`src/rtl/f1_pkg.sv`:
```
// Shared types and constants for the F1 start-light sequencer.
package f1_pkg;

  typedef enum logic [2:0] {
    IDLE = 3'd0,
    SEQ  = 3'd1,
    HOLD = 3'd2,
    GO   = 3'd3,
    DONE = 3'd4
  } state_t;

  // Maximal-length feedback masks (bit i set -> q[i] feeds back)
  localparam logic [3:0] TAPS_W4 = 4'hC;
  localparam logic [6:0] TAPS_W7 = 7'h60;
  localparam logic [7:0] TAPS_W8 = 8'hB8;

  function automatic logic [15:0] default_taps(input int unsigned width);
    case (width)
      4:       return 16'(TAPS_W4);
      8:       return 16'(TAPS_W8);
      default: return 16'(TAPS_W7);
    endcase
  endfunction

  function automatic logic is_busy(input state_t s);
    return (s == SEQ) || (s == HOLD) || (s == GO);
  endfunction

endpackage

```
`src/rtl/lfsr_n.sv`:
```
// Fibonacci-style shift-left LFSR; feedback is the parity of the tapped bits.
module lfsr_n
  import f1_pkg::*;
#(
  parameter int unsigned      WIDTH = 7,
  parameter logic [WIDTH-1:0] TAPS  = WIDTH'(default_taps(WIDTH)),
  parameter logic [WIDTH-1:0] SEED  = WIDTH'(1)
) (
  input  logic             clk,
  input  logic             rst,
  input  logic             en,
  output logic [WIDTH-1:0] data_out
);

  always_ff @(posedge clk) begin
    if (rst) begin
      data_out <= SEED;
    end else if (en) begin
      data_out <= {data_out[WIDTH-2:0], ^(data_out & TAPS)};
    end
  end

endmodule

```
`src/rtl/f1_light_seq.sv`:
```
// F1 start-light sequencer: light build-up, random hold, reaction timing and
// jump-start detection, all from one clock with an in-FSM tick divider.
module f1_light_seq
  import f1_pkg::*;
#(
  parameter int unsigned           NUM_LIGHTS = 8,
  parameter int unsigned           TICK_DIV   = 16,
  parameter int unsigned           LFSR_WIDTH = 7,
  parameter logic [LFSR_WIDTH-1:0] LFSR_TAPS  = LFSR_WIDTH'(default_taps(LFSR_WIDTH)),
  parameter logic [LFSR_WIDTH-1:0] LFSR_SEED  = LFSR_WIDTH'(1),
  parameter int unsigned           DELAY_MIN  = 2,
  parameter int unsigned           CNT_W      = 16
) (
  input  logic                  clk,
  input  logic                  rst,
  input  logic                  trigger,
  input  logic                  react,
  output logic [NUM_LIGHTS-1:0] lights,
  output logic                  busy,
  output logic                  time_valid,
  output logic                  jump_start,
  output logic [CNT_W-1:0]      reaction_time,
  output logic [LFSR_WIDTH-1:0] rnd
);

  localparam int unsigned TW = (TICK_DIV > 1) ? $clog2(TICK_DIV) : 1;
  localparam int unsigned DW = LFSR_WIDTH + 1;

  state_t                  state, next_state;
  logic                    trig_q, react_q;
  logic                    trig_rise, react_rise;
  logic [TW-1:0]           tick_cnt, tick_cnt_n;
  logic [DW-1:0]           delay_cnt, delay_cnt_n;
  logic [CNT_W-1:0]        rt_cnt, rt_cnt_n;
  logic [NUM_LIGHTS-1:0]   lights_n, lights_shift;
  logic                    busy_n, time_valid_n, jump_start_n;
  logic [CNT_W-1:0]        reaction_time_n;
  logic                    tick, seq_full, hold_end;

  lfsr_n #(
    .WIDTH (LFSR_WIDTH),
    .TAPS  (LFSR_TAPS),
    .SEED  (LFSR_SEED)
  ) u_lfsr (
    .clk      (clk),
    .rst      (rst),
    .en       (1'b1),
    .data_out (rnd)
  );

  assign trig_rise    = trigger & ~trig_q;
  assign react_rise   = react & ~react_q;
  assign tick         = (tick_cnt == TW'(TICK_DIV - 1));
  assign lights_shift = (lights << 1) | NUM_LIGHTS'(1);
  assign seq_full     = tick && (lights_shift == '1);
  assign hold_end     = tick && (delay_cnt == DW'(1));

  // State register
  always_ff @(posedge clk) begin
    if (rst) begin
      state <= IDLE;
    end else begin
      state <= next_state;
    end
  end

  // Next-state logic; a react edge beats a simultaneous tick
  always_comb begin
    next_state = state;
    case (state)
      IDLE, DONE: if (trig_rise) next_state = SEQ;
      SEQ: begin
        if (react_rise)    next_state = DONE;
        else if (seq_full) next_state = HOLD;
      end
      HOLD: begin
        if (react_rise)    next_state = DONE;
        else if (hold_end) next_state = GO;
      end
      GO: if (react_rise) next_state = DONE;
      default: next_state = IDLE;
    endcase
  end

  // Output and datapath next values
  always_comb begin
    lights_n        = lights;
    busy_n          = is_busy(next_state);
    time_valid_n    = time_valid;
    jump_start_n    = jump_start;
    reaction_time_n = reaction_time;
    delay_cnt_n     = delay_cnt;
    rt_cnt_n        = rt_cnt;
    tick_cnt_n      = '0;

    // Divider only runs while staying within SEQ/HOLD; entry into SEQ starts from 0
    if ((state == SEQ || state == HOLD) &&
        (next_state == SEQ || next_state == HOLD) && !tick) begin
      tick_cnt_n = tick_cnt + TW'(1);
    end

    case (state)
      IDLE, DONE: begin
        if (trig_rise) begin
          lights_n        = '0;
          time_valid_n    = 1'b0;
          jump_start_n    = 1'b0;
          reaction_time_n = '0;
        end
      end
      SEQ: begin
        if (react_rise) begin
          lights_n     = '0;
          jump_start_n = 1'b1;
        end else if (tick) begin
          lights_n = lights_shift;
          if (seq_full) delay_cnt_n = DW'(rnd) + DW'(DELAY_MIN);
        end
      end
      HOLD: begin
        if (react_rise) begin
          lights_n     = '0;
          jump_start_n = 1'b1;
        end else if (hold_end) begin
          lights_n = '0;
          rt_cnt_n = '0;
        end else if (tick) begin
          delay_cnt_n = delay_cnt - DW'(1);
        end
      end
      GO: begin
        rt_cnt_n = (rt_cnt == '1) ? rt_cnt : rt_cnt + CNT_W'(1);
        if (react_rise) begin
          reaction_time_n = rt_cnt;
          time_valid_n    = 1'b1;
        end
      end
      default: ;
    endcase
  end

  // Datapath and output registers
  always_ff @(posedge clk) begin
    if (rst) begin
      trig_q        <= 1'b0;
      react_q       <= 1'b0;
      tick_cnt      <= '0;
      delay_cnt     <= '0;
      rt_cnt        <= '0;
      lights        <= '0;
      busy          <= 1'b0;
      time_valid    <= 1'b0;
      jump_start    <= 1'b0;
      reaction_time <= '0;
    end else begin
      trig_q        <= trigger;
      react_q       <= react;
      tick_cnt      <= tick_cnt_n;
      delay_cnt     <= delay_cnt_n;
      rt_cnt        <= rt_cnt_n;
      lights        <= lights_n;
      busy          <= busy_n;
      time_valid    <= time_valid_n;
      jump_start    <= jump_start_n;
      reaction_time <= reaction_time_n;
    end
  end

endmodule
```
`config.mk`:
```
export PLATFORM = sky130hd
export DESIGN_NAME = f1_light_seq
export DESIGN_NICKNAME = d
export VERILOG_FILES = /design/src/rtl/f1_pkg.sv /design/src/rtl/lfsr_n.sv /design/src/rtl/f1_light_seq.sv
export SDC_FILE = /design/constraint.sdc
export NUM_CORES = 1
export LEC_CHECK = 0
export CORE_MARGIN = 5
export CORE_UTILIZATION = 56
export CTS_BUF_LIST = sky130_fd_sc_hd__clkbuf_4 sky130_fd_sc_hd__clkbuf_8 sky130_fd_sc_hd__clkbuf_16
export DETAILED_ROUTE_END_ITERATION = 8
export PLACE_DENSITY = 0.82
export SYNTH_ARGS = -nofsm -noshare
export SYNTH_HDL_FRONTEND = slang
export SYNTH_SLANG_ARGS = --single-unit
```
`constraint.sdc`:
```
create_clock -name clk -period 5.62 [get_ports clk]
set_input_delay 0.843 -clock clk [delete_from_list [all_inputs] [get_ports clk]]
set_output_delay 0.843 -clock clk [all_outputs]
set_load 0.005 [all_outputs]
```
# After elaboration in Yosys (flattened, before gate mapping)
# Cells that the tools add are included.
dict set report totals {
  regBits 67
  output_inout_bits 34
  word_cells 99
  inputBits 4
}
dict set report classes {
  bitwise_logic 5
  add_sub_neg 4
  muxes 31
  n_reduce_logical 23
  n_eq_ne 24
}
# op count
set ops {}
lappend ops {{$mux W8} 11}
lappend ops {{$mux W16} 5}
lappend ops {{$pmux W16 S2} 2}
lappend ops {{$pmux W8 S3} 1}
lappend ops {{$ne A2 B2 Y1 const B} 10}
lappend ops {{$mux W3} 6}
lappend ops {{$add A16 B1 Y16 const B} 1}
lappend ops {{$eq A16 B16 Y1 const B} 1}
lappend ops {{$pmux W8 S2} 1}
lappend ops {{$eq A3 B2 Y1 const B} 4}
lappend ops {{$pmux W3 S4} 1}
lappend ops {{$add A7 B2 Y8 const B} 1}
lappend ops {{$eq A8 B1 Y1 const B} 1}
lappend ops {{$reduce_and A4 Y1} 2}
lappend ops {{$reduce_bool A2 Y1} 4}
lappend ops {{$sub A8 B1 Y8 const B} 1}
lappend ops {{$eq A7 B7 Y1 const B} 1}
lappend ops {{$reduce_and A7 Y1} 1}
lappend ops {{$reduce_xor A7 Y1} 1}
lappend ops {{$eq A3 B1 Y1 const B} 2}
lappend ops {{$ne A3 B3 Y1 const B} 2}
lappend ops {{$reduce_and A3 Y1} 2}
lappend ops {{$reduce_or A2 Y1} 3}
lappend ops {{$add A4 B1 Y4 const B} 1}
lappend ops {{12 further kinds} 22}

# Longest topological paths before layout
# Gate-level depths: netlist of run 1.
dict set report depth {
  depth_word 11
  ltp_mapped 9
}

# Hierarchy
# Synthesis of run 1 repeated with hierarchy kept, for this count alone.
dict set report hier_totals {
  hier_cells 382
  hier_area_um2 3088.0
}
# mod cells_per_inst seq_area_each_um2 area_each_um2 instances
set modules_own_cells {}
lappend modules_own_cells {f1_light_seq 357 1201.2 2825.2 1}
lappend modules_own_cells {lfsr_n 25 140.1 262.8 1}

# Least setup slack after synthesis of run 1
# No wires, ideal clock.
dict set report synth_timing {
  path_kind {input -> register}
  start {in react}
  end {reg reaction_time[10]}
  setup_ns 0.070
  arrival_time_ns 2.126
  path_slack_ns 3.424
  path_stages 7
  n_path_buf 2
  cell_sequence {or2b_2 > nand2b_1 > and2_1 > clkbuf_1 > clkbuf_1 > nand2_1 > a21oi_1}
}
dict set report synth_via {
  elab_chain_cells 3
}
# element line_no
set synth_lines {}
lappend synth_lines {{from (decl)} f1_light_seq.sv:17} ;# input logic react,
lappend synth_lines {{$and A1 B1 Y1} f1_light_seq.sv:52} ;# assign react_rise = react & ~react_q;
lappend synth_lines {{$ne A2 B2 Y1 (no line)} --}
lappend synth_lines {{$reduce_and A3 Y1 (no line)} --}
lappend synth_lines {{to (signal assigned)} f1_light_seq.sv:165} ;# reaction_time <= reaction_time_n;
lappend synth_lines {{to (decl)} f1_light_seq.sv:22} ;# output logic [CNT_W-1:0] reaction_time,
# Every way passes these cells.
# A chain may end at the register's enable or synchronous reset.

# Final worst setup path of run 1
dict set report layout_timing {
  start {in react}
  end {reg delay_cnt[5]}
}
dict set report layout_via {
  elab_chain_cells 3
  elab_cells_between_ends 4
  cone_classes {2 x eq/ne; 1 x bitwise; 1 x reduce/logical}
}
# element line_no
set layout_lines {}
lappend layout_lines {{$and A1 B1 Y1 *} f1_light_seq.sv:52}
lappend layout_lines {{$ne A2 B2 Y1 (no line)} --}
lappend layout_lines {{$reduce_and A7 Y1 (no line) *} --}
lappend layout_lines {{to (signal assigned)} f1_light_seq.sv:159} ;# delay_cnt <= delay_cnt_n;
lappend layout_lines {{to (decl)} f1_light_seq.sv:33} ;# logic [DW-1:0] delay_cnt, delay_cnt_n;
# Every way passes the cells marked *; elsewhere a longest branch is shown, timed or not.

==> results of run 1 <==
==> worst reg2reg max path: cells and delay by family, from the launching register on <==
| kind | cells | cell delay, ns |
|---|---|---|
| AND/OR/NAND/NOR | 1 | 0.57 |
| AO/OA/AOI/OAI | 4 | 1.51 |
| flip-flops | 1 | 0.51 |
==> worst max path at each step <==
| stage | endpoint | slack (ns) |
|---|---|---|
| 6_report | delay_cnt[5] | 2.69 |
| 5_1_grt | delay_cnt[5] | 2.44 |
| 4_1_cts | delay_cnt[2] | 2.73 |
| 3_5_place_dp | delay_cnt[2] | 2.41 |
| 3_3_place_gp | lights[0] | 2.47 |
| 2_1_floorplan | reaction_time[10] | 3.42 |
==> metrics by stage <==
stage / instance area, um^2 / hold WS (ns) / power (mW) / worst slack, ns / cells
2_1_floorplan: 3120 / 0.418 / 0.526 / 3.42 / 370
3_3_place_gp: 3480 / 0.432 / 0.538 / 2.47 / 456
3_5_place_dp: 3480 / 0.455 / 0.539 / 2.41 / 456
4_1_cts: 3740 / 0.465 / 1.04 / 2.73 / 472
5_1_grt: 3740 / 0.483 / 1.07 / 2.44 / 472
6_report: 3740 / 0.460 / 1.04 / 2.69 / 472
==> power by group <==
group          switching [mW]  internal [mW]  total, mW  leakage, nW
registers             0.00523          0.479      0.485        0.542
clock network           0.177          0.330      0.507        0.133
logic                  0.0254         0.0184     0.0438        0.553
total                   0.208          0.828       1.04         1.23
==> flip-flops by register name (all words and copies together) (netlist names), 3 cells and up <==
name             count
rt_cnt              16
tick_cnt             4
lights               8
delay_cnt            8
u_lfsr.data_out      7
reaction_time       16
state                3
==> layer usage <==
| layer | vias to the layer above | track usage (%) | routed length [um] |
|---|---|---|---|
| met5 | - | 0 | 0 |
| met4 | 0 | 9.35 | 148 |
| met3 | 15 | 3.83 | 390 |
| met2 | 91 | 32.2 | 3260 |
| met1 | 1362 | 27.6 | 3260 |
| li1 | 1376 | - | - |
==> synth_stat cells, types with 6 or more instances <==
library cell / instances
dfxtp_1: 67
a21oi_1: 47
nand2_1: 33
nand3_1: 30
nor2_1: 19
clkbuf_1: 16
nand2b_1: 14
nor3_1: 13
o21ai_0: 13
nor2b_1: 10
mux2i_1: 9
o31ai_1: 8
or4_1: 8
buf_2: 7
ha_1: 6
inv_1: 6
nand4_1: 6
==> cell type report <==
cell class	count	area, um^2	share of cell area, %
Clock buffer	12	165	4.42
Clock inverter	4	95.1	2.54
Inverter	6	22.5	0.602
Multi-Input combinational cell	273	1650	44.2
Sequential cell	67	1340	35.9
Tap cell	72	90.1	2.41
Timing Repair Buffer	38	373	9.97
==> cell usage in the layout, fill, tap and decap left out, drive strengths merged, types with 4 or more instances in the layout <==
master,synthesis,final
dfxtp,67,67
a21oi,47,47
clkdlybuf4s50,0,36
nand2,33,33
nand3,30,30
nor2,19,19
nand2b,14,14
o21ai,13,13
nor3,13,13
clkbuf,16,12
nor2b,10,10
mux2i,9,9
o31ai,8,8
or4,8,8
inv,6,6
nand4,6,6
ha,6,6
a31oi,6,6
xnor2,5,5
and3,5,5
or2,4,4
or3,4,4
a211o,4,4
==> kinds of logic after synthesis <==
kind of cell	count (synthesis)
flip-flops	67
AND/OR/NAND/NOR	158
XOR/XNOR	8
buffers and inverters	30
adder cells (fa/ha/maj)	6
AO/OA/AOI/OAI	91
multiplexers	10
==> metrics.cfg, run 1 <==
[die]
core_area_um2 = 5470
fp.dieW_um = 84.7
die_height_um = 84.7
start_util_pct = 57.1
die_area_um2 = 7170
rows = 27
io_pins = 38

[cts]
cts_inserted_buffers = 9
htreeDepth = 3
postCtsSetupBuffers = 0
clkTransAtPathRegs_ns = 0.07
cts.sinks = 67
clockBufferDepth = 2
cts_tree = done
cts_hold_buf = 0
root_buffer = clkbuf_8
clk_latency_ns = 0.35
cts_resized = 0

[worst_setup_path]
critPathCaptureType = register
cp_cell_sequence = clkdlybuf4s50_1 -> nor2b_1 -> a211oi_1 -> a22oi_1 -> o21ai_0 -> a21oi_1
cp_max_fo = 16
cp.depth = 6
start_kind = primary input
critical_path_class = primary input to register
reg2reg_from = state[0]
cp.required_ns = 5.89
r2r_setup_slack_ns = 2.95
slowest_stage = a22oi_1
crit_family = compound AO/OA/AOI/OAI gates
crit_start = react
r2r_cells = 5
max_stage_delay_ns = 0.94
r2r_end = delay_cnt[5]
path_buf_inv = 1
arrival_ns = 3.20

[worst_hold_path]
min_delay_path_depth = 2
hold_start = time_valid
min_to = time_valid
hp-class = register to register

[yosys]
synth.yosys.warnings = 0
ys_seq_elements = 67
synth_area_um2 = 3120
syn_avg_cell_area_um2 = 8.44
yosysSeqAreaShare_pct = 42.9
synth_edf_count = 0
synth.mux.area_fraction_pct = 3.25
synth_cell_types = 45
yosysTopAreaCell = dfxtp_1
synth_area_leaders = dfxtp_1 43%, a21oi_1 7.5%, nand3_1 4.8%
synth_compound_area_share_pct = 17.8
synth_nets = 380
synth_top_family_by_area = simple AND/OR/NAND/NOR gates
netlist_instances = 370
yosys.area_share.adder_pct = 2.40
async_reset_ff_share_pct = 0
synth-simple-area-share_pct = 27.2
synth_xor_xnor_area_share_pct = 2.24
synthFlopType = dfxtp_1
yosysTopAreaCellShare_pct = 42.9

[timing]
finalHoldViolCount = 0
fin_crit_sh_pct = 52.2
rsz0062_at_grt = no
fmax_mhz = 341
worstMarginPinSlew_ns = 1.17
fin_crit_ns = 2.93
slew_headroom_pct = 21.9
setup_tns_ns = 0
final_max_slew_viol_count = 0
fin_worst_skew_ns = 0.00796
setup_violations = 0

[detailed_routing]
vias_per_cell = 6.03
vias = 2844
firstDrtPassIters = 5
ant_nets = 0
wl_per_cell_um = 15.0
finalWirelength_um = 7060
drt_iter0_drc = 219
drcViolationCount = 0

[layout]
area_delta_synth_final_pct = 19.8
antenna_cells = 0
drive_gt1_share_pct = 7.25
nFillCells = 443
fin_nets = 405
final_core_util_pct = 68.3

[placement]
portBuffers = 37
dp_hpwl_um = 4700
globalplace.congestion = 0.830

[global_routing]
grt_pass1_vias = 2604
grt_pass1_wl_um = 12200
antenna_found_initial = 0
grt_max_degree = 56
grtUsageTotal_pct = 20.6
overflow = 0

[power]
leakagePower_nw = 1.23
ir_worst_vdd_mv = 0.166
cellPowerDensity_nw_per_um2 = 277

[status]
status = complete, no violations

[run]
cap_violations = 0

No activity file was read; power rests on OpenSTA's default activity.
==> run 2, diff against run 1 <==
- CORE_UTILIZATION: 56 -> 50
- PLACE_DENSITY: 0.82 -> 0.78
- clock period: 5.62 -> 2.65 ns (I/O delays scaled with it)
==> run 2 against run 1 <==
Against the previous run:
- hold slack got worse by 0.010 ns
- critical path depth grew 1
- power increased by 92%
- die area rose by 11%
- via count shrank 2.4%
- routed wire length decreased by 0.13%
- count of clock-buffer cells in the layout did not move
- combinational power rose by 130%
- first-iteration DRC count is 29% lower
- critical path type is now register to register
==> metrics.cfg, run 2 (synthesis gave the netlist of run 1 again) <==
[detailed_routing]
ant_nets = 0  ; unchanged
vias = 2775  ; was 2,844
drcViolationCount = 0  ; unchanged
wl_per_cell_um = 14.7  ; was 15.0 um
firstDrtPassIters = 4  ; was 5
drt_iter0_drc = 156  ; was 219
vias_per_cell = 5.77  ; was 6.03
finalWirelength_um = 7050  ; was 7060 um

[global_routing]
grt_pass1_vias = 2524  ; was 2,604
overflow = 0  ; unchanged
grt_use_met3_pct = 4.15  ; was 3.83%
grt.busiest_layer = met2  ; unchanged
use_met1_pct = 25.9  ; was 27.6%
grt_pass1_wl_um = 11700  ; was 12,200 um
grtUsageTotal_pct = 18.8  ; was 20.6%
grt_max_degree = 39  ; was 56
antenna_found_initial = 0  ; unchanged
met2_usage_pct = 28.7  ; was 32.2%

[power]
cellPowerDensity_nw_per_um2 = 531  ; was 277 nW/um^2
total_power_mw = 1.99  ; was 1.04 mW
ir_worst_vdd_mv = 0.293  ; was 0.166 mV
leakagePower_nw = 1.24  ; was 1.23 nW

[cts]
cts_hold_buf = 0  ; unchanged
clockBufferDepth = 2  ; unchanged
root_buffer = clkbuf_8  ; unchanged
htreeDepth = 3  ; unchanged
clkTransAtPathRegs_ns = 0.07  ; about the same
cts_inserted_buffers = 9  ; unchanged
postCtsSetupBuffers = 0  ; unchanged
clk_latency_ns = 0.34  ; was 0.35 ns
cts.sinks = 67  ; unchanged
cts_tree = done  ; unchanged
cts_resized = 0  ; unchanged

[worst_setup_path]
cp_max_fo = 9  ; was 16
critical_path_class = register to register  ; was primary input to register
r2r_end = rt_cnt[11]  ; was delay_cnt[5]
start_kind = register  ; was primary input
cp.required_ns = 2.91  ; was 5.89 ns
critPathCaptureType = register  ; unchanged
r2r_cells = 7  ; was 5
max_stage_delay_ns = 0.60  ; was 0.94 ns
path_buf_inv = 1  ; unchanged
slowest_stage = nor3_1  ; was a22oi_1
arrival_ns = 2.62  ; was 3.20 ns
r2r_setup_slack_ns = 0.29  ; was 2.95 ns
cp_cell_sequence = ha_1 -> nand3_1 -> or2_2 -> nor3_1 -> buf_4 -> o31ai_1 -> a21oi_1  ; was clkdlybuf4s50_1 -> nor2b_1 -> a211oi_1 -> a22oi_1 -> o21ai_0 -> a21oi_1
reg2reg_from = rt_cnt[0]  ; was state[0]
crit_family = simple AND/OR/NAND/NOR gates  ; was compound AO/OA/AOI/OAI gates

[timing]
setup_violations = 0  ; unchanged
setup_tns_ns = 0  ; unchanged
finalHoldViolCount = 0  ; unchanged
worstMarginPinSlew_ns = 0.859  ; was 1.17 ns
fin_hold_ws_ns = 0.449  ; was 0.460 ns
rsz0062_at_grt = no  ; unchanged
fin_crit_sh_pct = 88.9
fmax_mhz = 424
slew_headroom_pct = 42.3  ; was 21.9%
fin_worst_skew_ns = 0.0104  ; was 0.00796 ns
fin_crit_ns = 2.36
final_max_slew_viol_count = 0  ; unchanged

[die]
start_util_pct = 52.1  ; was 57.1%
die_height_um = 89.0  ; was 84.7 um
die_area_um2 = 7930  ; was 7170 um^2
fp.dieW_um = 89.0  ; was 84.7 um
core_area_um2 = 5990  ; was 5470 um^2
io_pins = 38  ; unchanged
rows = 28  ; was 27

[status]
status = complete, no violations  ; unchanged

[run]
cap_violations = 0  ; unchanged

[worst_hold_path]
min_to = tick_cnt[0]  ; was time_valid
hold_start = tick_cnt[0]  ; was time_valid
min_delay_path_depth = 1  ; was 2
hp-class = register to register  ; unchanged

[layout]
layout_common_cells = 67 x dfxtp_1, 47 x a21oi_1, 37 x clkdlybuf4s50_1  ; was 67 x dfxtp_1, 47 x a21oi_1, 36 x clkdlybuf4s50_1
area_delta_synth_final_pct = 20.0  ; was 19.8%
reg.largest.list = reaction_time x16, rt_cnt x16  ; unchanged
nFillCells = 488  ; was 443
antenna_cells = 0  ; unchanged
drive_gt1_share_pct = 8.37  ; was 7.25%
layout_commonest_cell = dfxtp_1  ; unchanged
fin_nets = 413  ; was 405

[placement]
portBuffers = 37  ; unchanged
dp_hpwl_um = 4900  ; was 4700 um
globalplace.congestion = 0.841  ; was 0.830

[run 2: how the worst max path moves through the flow]
stage,start,endpoint,slack (ns),cells after the start
6_report,rt_cnt[0],rt_cnt[11],0.29,7
3_5_place_dp,react,reaction_time[1],0.33,6
3_3_place_gp,react,reaction_time[1],0.36,6
2_1_floorplan,delay_cnt[2],rt_cnt[10],0.73,6
4_1_cts,rt_cnt[0],rt_cnt[11],0.33,7
5_1_grt,rt_cnt[0],rt_cnt[11],0.07,7
[run 2: layer usage]
metal  up-vias  wire, um
met5         -         0
met4         0       114
met3        13       382
met2        58      3200
met1      1312      3360
li1       1392         -
[run 2: worst register-to-register path: cells and delay by family (launching register included)]
| family | cells | cell delay (ns) |
|---|---|---|
| and+or+nand+nor | 3 | 1.12 |
| DFF | 1 | 0.42 |
| buffers and inverters | 1 | 0.25 |
| AOI/OAI and AO/OA | 2 | 0.25 |
| adders and majority gates | 1 | 0.24 |
[run 2: per-stage QoR]
| stage | cell area (um^2) | util (%) | worst slack, ns | std cells |
|---|---|---|---|---|
| 2_1_floorplan | 3120 | - | 0.725 | 370 |
| 3_3_place_gp | 3550 | 59.2 | 0.360 | 467 |
| 3_5_place_dp | 3550 | 59.2 | 0.333 | 467 |
| 4_1_cts | 3750 | 62.6 | 0.326 | 481 |
| 5_1_grt | 3750 | 62.6 | 0.0702 | 481 |
| 6_report | 3750 | 62.6 | 0.293 | 481 |
[run 2: area by class of cell]
cell class,count,area (um^2),share of cell area (%)
clock buffers,12,165,4.41
clock inverters,2,35.0,0.935
inverters,6,22.5,0.601
multi-input cells,273,1650,44.1
flip-flops and latches,67,1340,35.8
well taps,75,93.8,2.50
repair buffers,46,438,11.7
[run 2: where the power goes]
part | total (mW) | switching, mW | leakage (nW) | internal [mW]
logic | 0.101 | 0.0559 | 0.590 | 0.0451
clock network | 0.860 | 0.361 | 0.104 | 0.500
registers | 1.03 | 0.0116 | 0.542 | 1.02
==> run 3, diff against run 2 <==
- CORE_UTILIZATION: 50 -> 55
- PLACE_DENSITY: 0.78 -> 0.81
- clock period: 2.65 -> 2.7 ns (I/O delays scaled with it)
==> run 3 against run 2 <==
Against the previous run:
- global-route usage is 2.2 points higher
- first-iteration DRC count is 46% higher
- register-to-register slack better by 0.13 ns
- clock power is 21% higher
- critical endpoint is now rt_cnt[10]
==> metrics.cfg, run 3 (synthesis gave the netlist of run 1 again) <==
[worst_setup_path]
critPathCaptureType = register  ; unchanged
cp_max_fo = 24  ; was 9
cp.required_ns = 2.98  ; was 2.91 ns
r2r_cells = 6  ; was 7
start_kind = register  ; unchanged
critical_path_class = register to register  ; unchanged
arrival_ns = 2.56  ; was 2.62 ns

[layout]
area_delta_synth_final_pct = 21.0  ; was 20.0%
fin_nets = 412  ; was 413
antenna_cells = 0  ; unchanged
drive_gt1_share_pct = 8.85  ; was 8.37%
reg.largest.list = reaction_time x16, rt_cnt x16  ; unchanged
layout_commonest_cell = dfxtp_1  ; unchanged
nFillCells = 430  ; was 488
layout_common_cells = 67 x dfxtp_1, 47 x a21oi_1, 36 x clkdlybuf4s50_1  ; was 67 x dfxtp_1, 47 x a21oi_1, 37 x clkdlybuf4s50_1
final_core_util_pct = 68.6  ; was 62.6%

[global_routing]
grtUsageTotal_pct = 21.1  ; was 18.8%
overflow = 0  ; unchanged
antenna_found_initial = 0  ; unchanged
grt_pass1_wl_um = 12500  ; was 11,700 um
grt_max_degree = 34  ; was 39
grt_pass1_vias = 2659  ; was 2,524

[power]
p_int_mw = 1.66  ; was 1.56 mW
leakagePower_nw = 1.25  ; was 1.24 nW
ir_worst_vdd_mv = 0.345  ; was 0.293 mV
share_comb_of_total_power_pct = 4.5  ; was 5.1%
pwr-share-clk_pct = 48.6  ; was 43.2%
p_sw_mw = 0.488  ; was 0.428 mW
cellPowerDensity_nw_per_um2 = 569  ; was 531 nW/um^2
power_frac_seq_pct = 46.9  ; was 51.7%
total_power_mw = 2.15  ; was 1.99 mW
swShare_pct = 22.7  ; was 21.5%

[cts]
cts_tree = done  ; unchanged
htreeDepth = 3  ; unchanged
clkTransAtPathRegs_ns = 0.08  ; was 0.07 ns
cts_hold_buf = 0  ; unchanged
cts.sinks = 67  ; unchanged
clockBufferDepth = 2  ; unchanged
cts_resized = 0  ; unchanged
root_buffer = clkbuf_8  ; unchanged
cts_inserted_buffers = 9  ; unchanged
clk_latency_ns = 0.34  ; about the same
postCtsSetupBuffers = 0  ; unchanged

[placement]
dp_hpwl_um = 4920  ; was 4900 um
globalplace.congestion = 0.830  ; was 0.841
dp_slack_ns = 0.381  ; was 0.333 ns
portBuffers = 37  ; unchanged

[timing]
fin_crit_ns = 2.28  ; was 2.36 ns
final_max_slew_viol_count = 0  ; unchanged
slew_headroom_pct = 45.3  ; was 42.3%
worstMarginPinSlew_ns = 0.814  ; was 0.859 ns
fin_worst_skew_ns = 0.00450  ; was 0.0104 ns
fin_crit_sh_pct = 84.3  ; was 88.9%
finalHoldViolCount = 0  ; unchanged
setup_violations = 0  ; unchanged
rsz0062_at_grt = no  ; unchanged
setup_tns_ns = 0  ; unchanged
fmax_mhz = 439  ; was 424 MHz
fin_ws_ns = 0.424  ; was 0.293 ns

[run]
cap_violations = 0  ; unchanged

[detailed_routing]
finalWirelength_um = 7360  ; was 7050 um
vias = 2853  ; was 2,775
wl_per_cell_um = 15.4  ; was 14.7 um
vias_per_cell = 5.96  ; was 5.77
firstDrtPassIters = 5  ; was 4
drcViolationCount = 0  ; unchanged
ant_nets = 0  ; unchanged
drt_iter0_drc = 227  ; was 156

[die]
die_height_um = 85.4  ; was 89.0 um
die_area_um2 = 7290  ; was 7930 um^2
core_area_um2 = 5510  ; was 5990 um^2
rows = 27  ; was 28
io_pins = 38  ; unchanged
start_util_pct = 56.7  ; was 52.1%
fp.dieW_um = 85.4  ; was 89.0 um

[worst_hold_path]
min_delay_path_depth = 2  ; was 1
hp-class = primary input to register  ; was register to register

[status]
status = complete, no violations  ; unchanged

## run 3: final timing paths
| kind | from | end | slack (ns) |
|---|---|---|---|
| hold reg to reg | tick_cnt[0] | tick_cnt[0] | 0.45 |
| setup / recovery | delay_cnt[0] | rt_cnt[10] | 0.42 |
| setup reg to reg | delay_cnt[0] | rt_cnt[10] | 0.42 |
| hold / removal | rst | delay_cnt[1] | 0.45 |
## run 3: per-layer routing
layer	share of wire, %	global-route usage, %	vias up
met1	46	28.4	1359
met5	0	0	-
li1	-	-	1401
met2	47	32.9	80
met3	5.0	3.98	13
met4	1.9	8.92	0
## run 3: power by group through the flow
stage / logic (mW) / clock network (mW) / registers (mW)
detailed placement: 0.0955 / 0 / 1.03
global placement: 0.0946 / 0 / 1.03
global route: 0.104 / 1.10 / 1.01
CTS: 0.0960 / 1.05 / 1.01
finish: 0.0959 / 1.04 / 1.01
floorplan: 0.0680 / 0 / 1.03
## run 3: metrics by stage
stage / instances / instance area (um^2) / hold WS (ns)
2_1_floorplan: 370 / 3120 / 0.418
3_5_place_dp: 463 / 3530 / 0.447
5_1_grt: 479 / 3780 / 0.469
6_report: 479 / 3780 / 0.449
4_1_cts: 479 / 3780 / 0.448
3_3_place_gp: 463 / 3530 / 0.430
## run 3: cell type report
type                       count  area, um^2  share of cell area (%)
timing repair buffer          45         425                    11.3
multi-input combinational    273        1650                    43.7
tap                           72        90.1                    2.38
sequential                    67        1340                    35.5
clock buffer                   9         124                    3.28
clock inverter                 7         124                    3.28
inverter                       6        22.5                   0.596
## run 3: critical path, cell delays in order (launching register included)
cell,delay [ns]
dfxtp_1,0.42
ha_1,0.18
nor3b_1,0.31
and3_4,0.29
a31oi_4,0.25
or4_1,0.59
a21oi_1,0.16
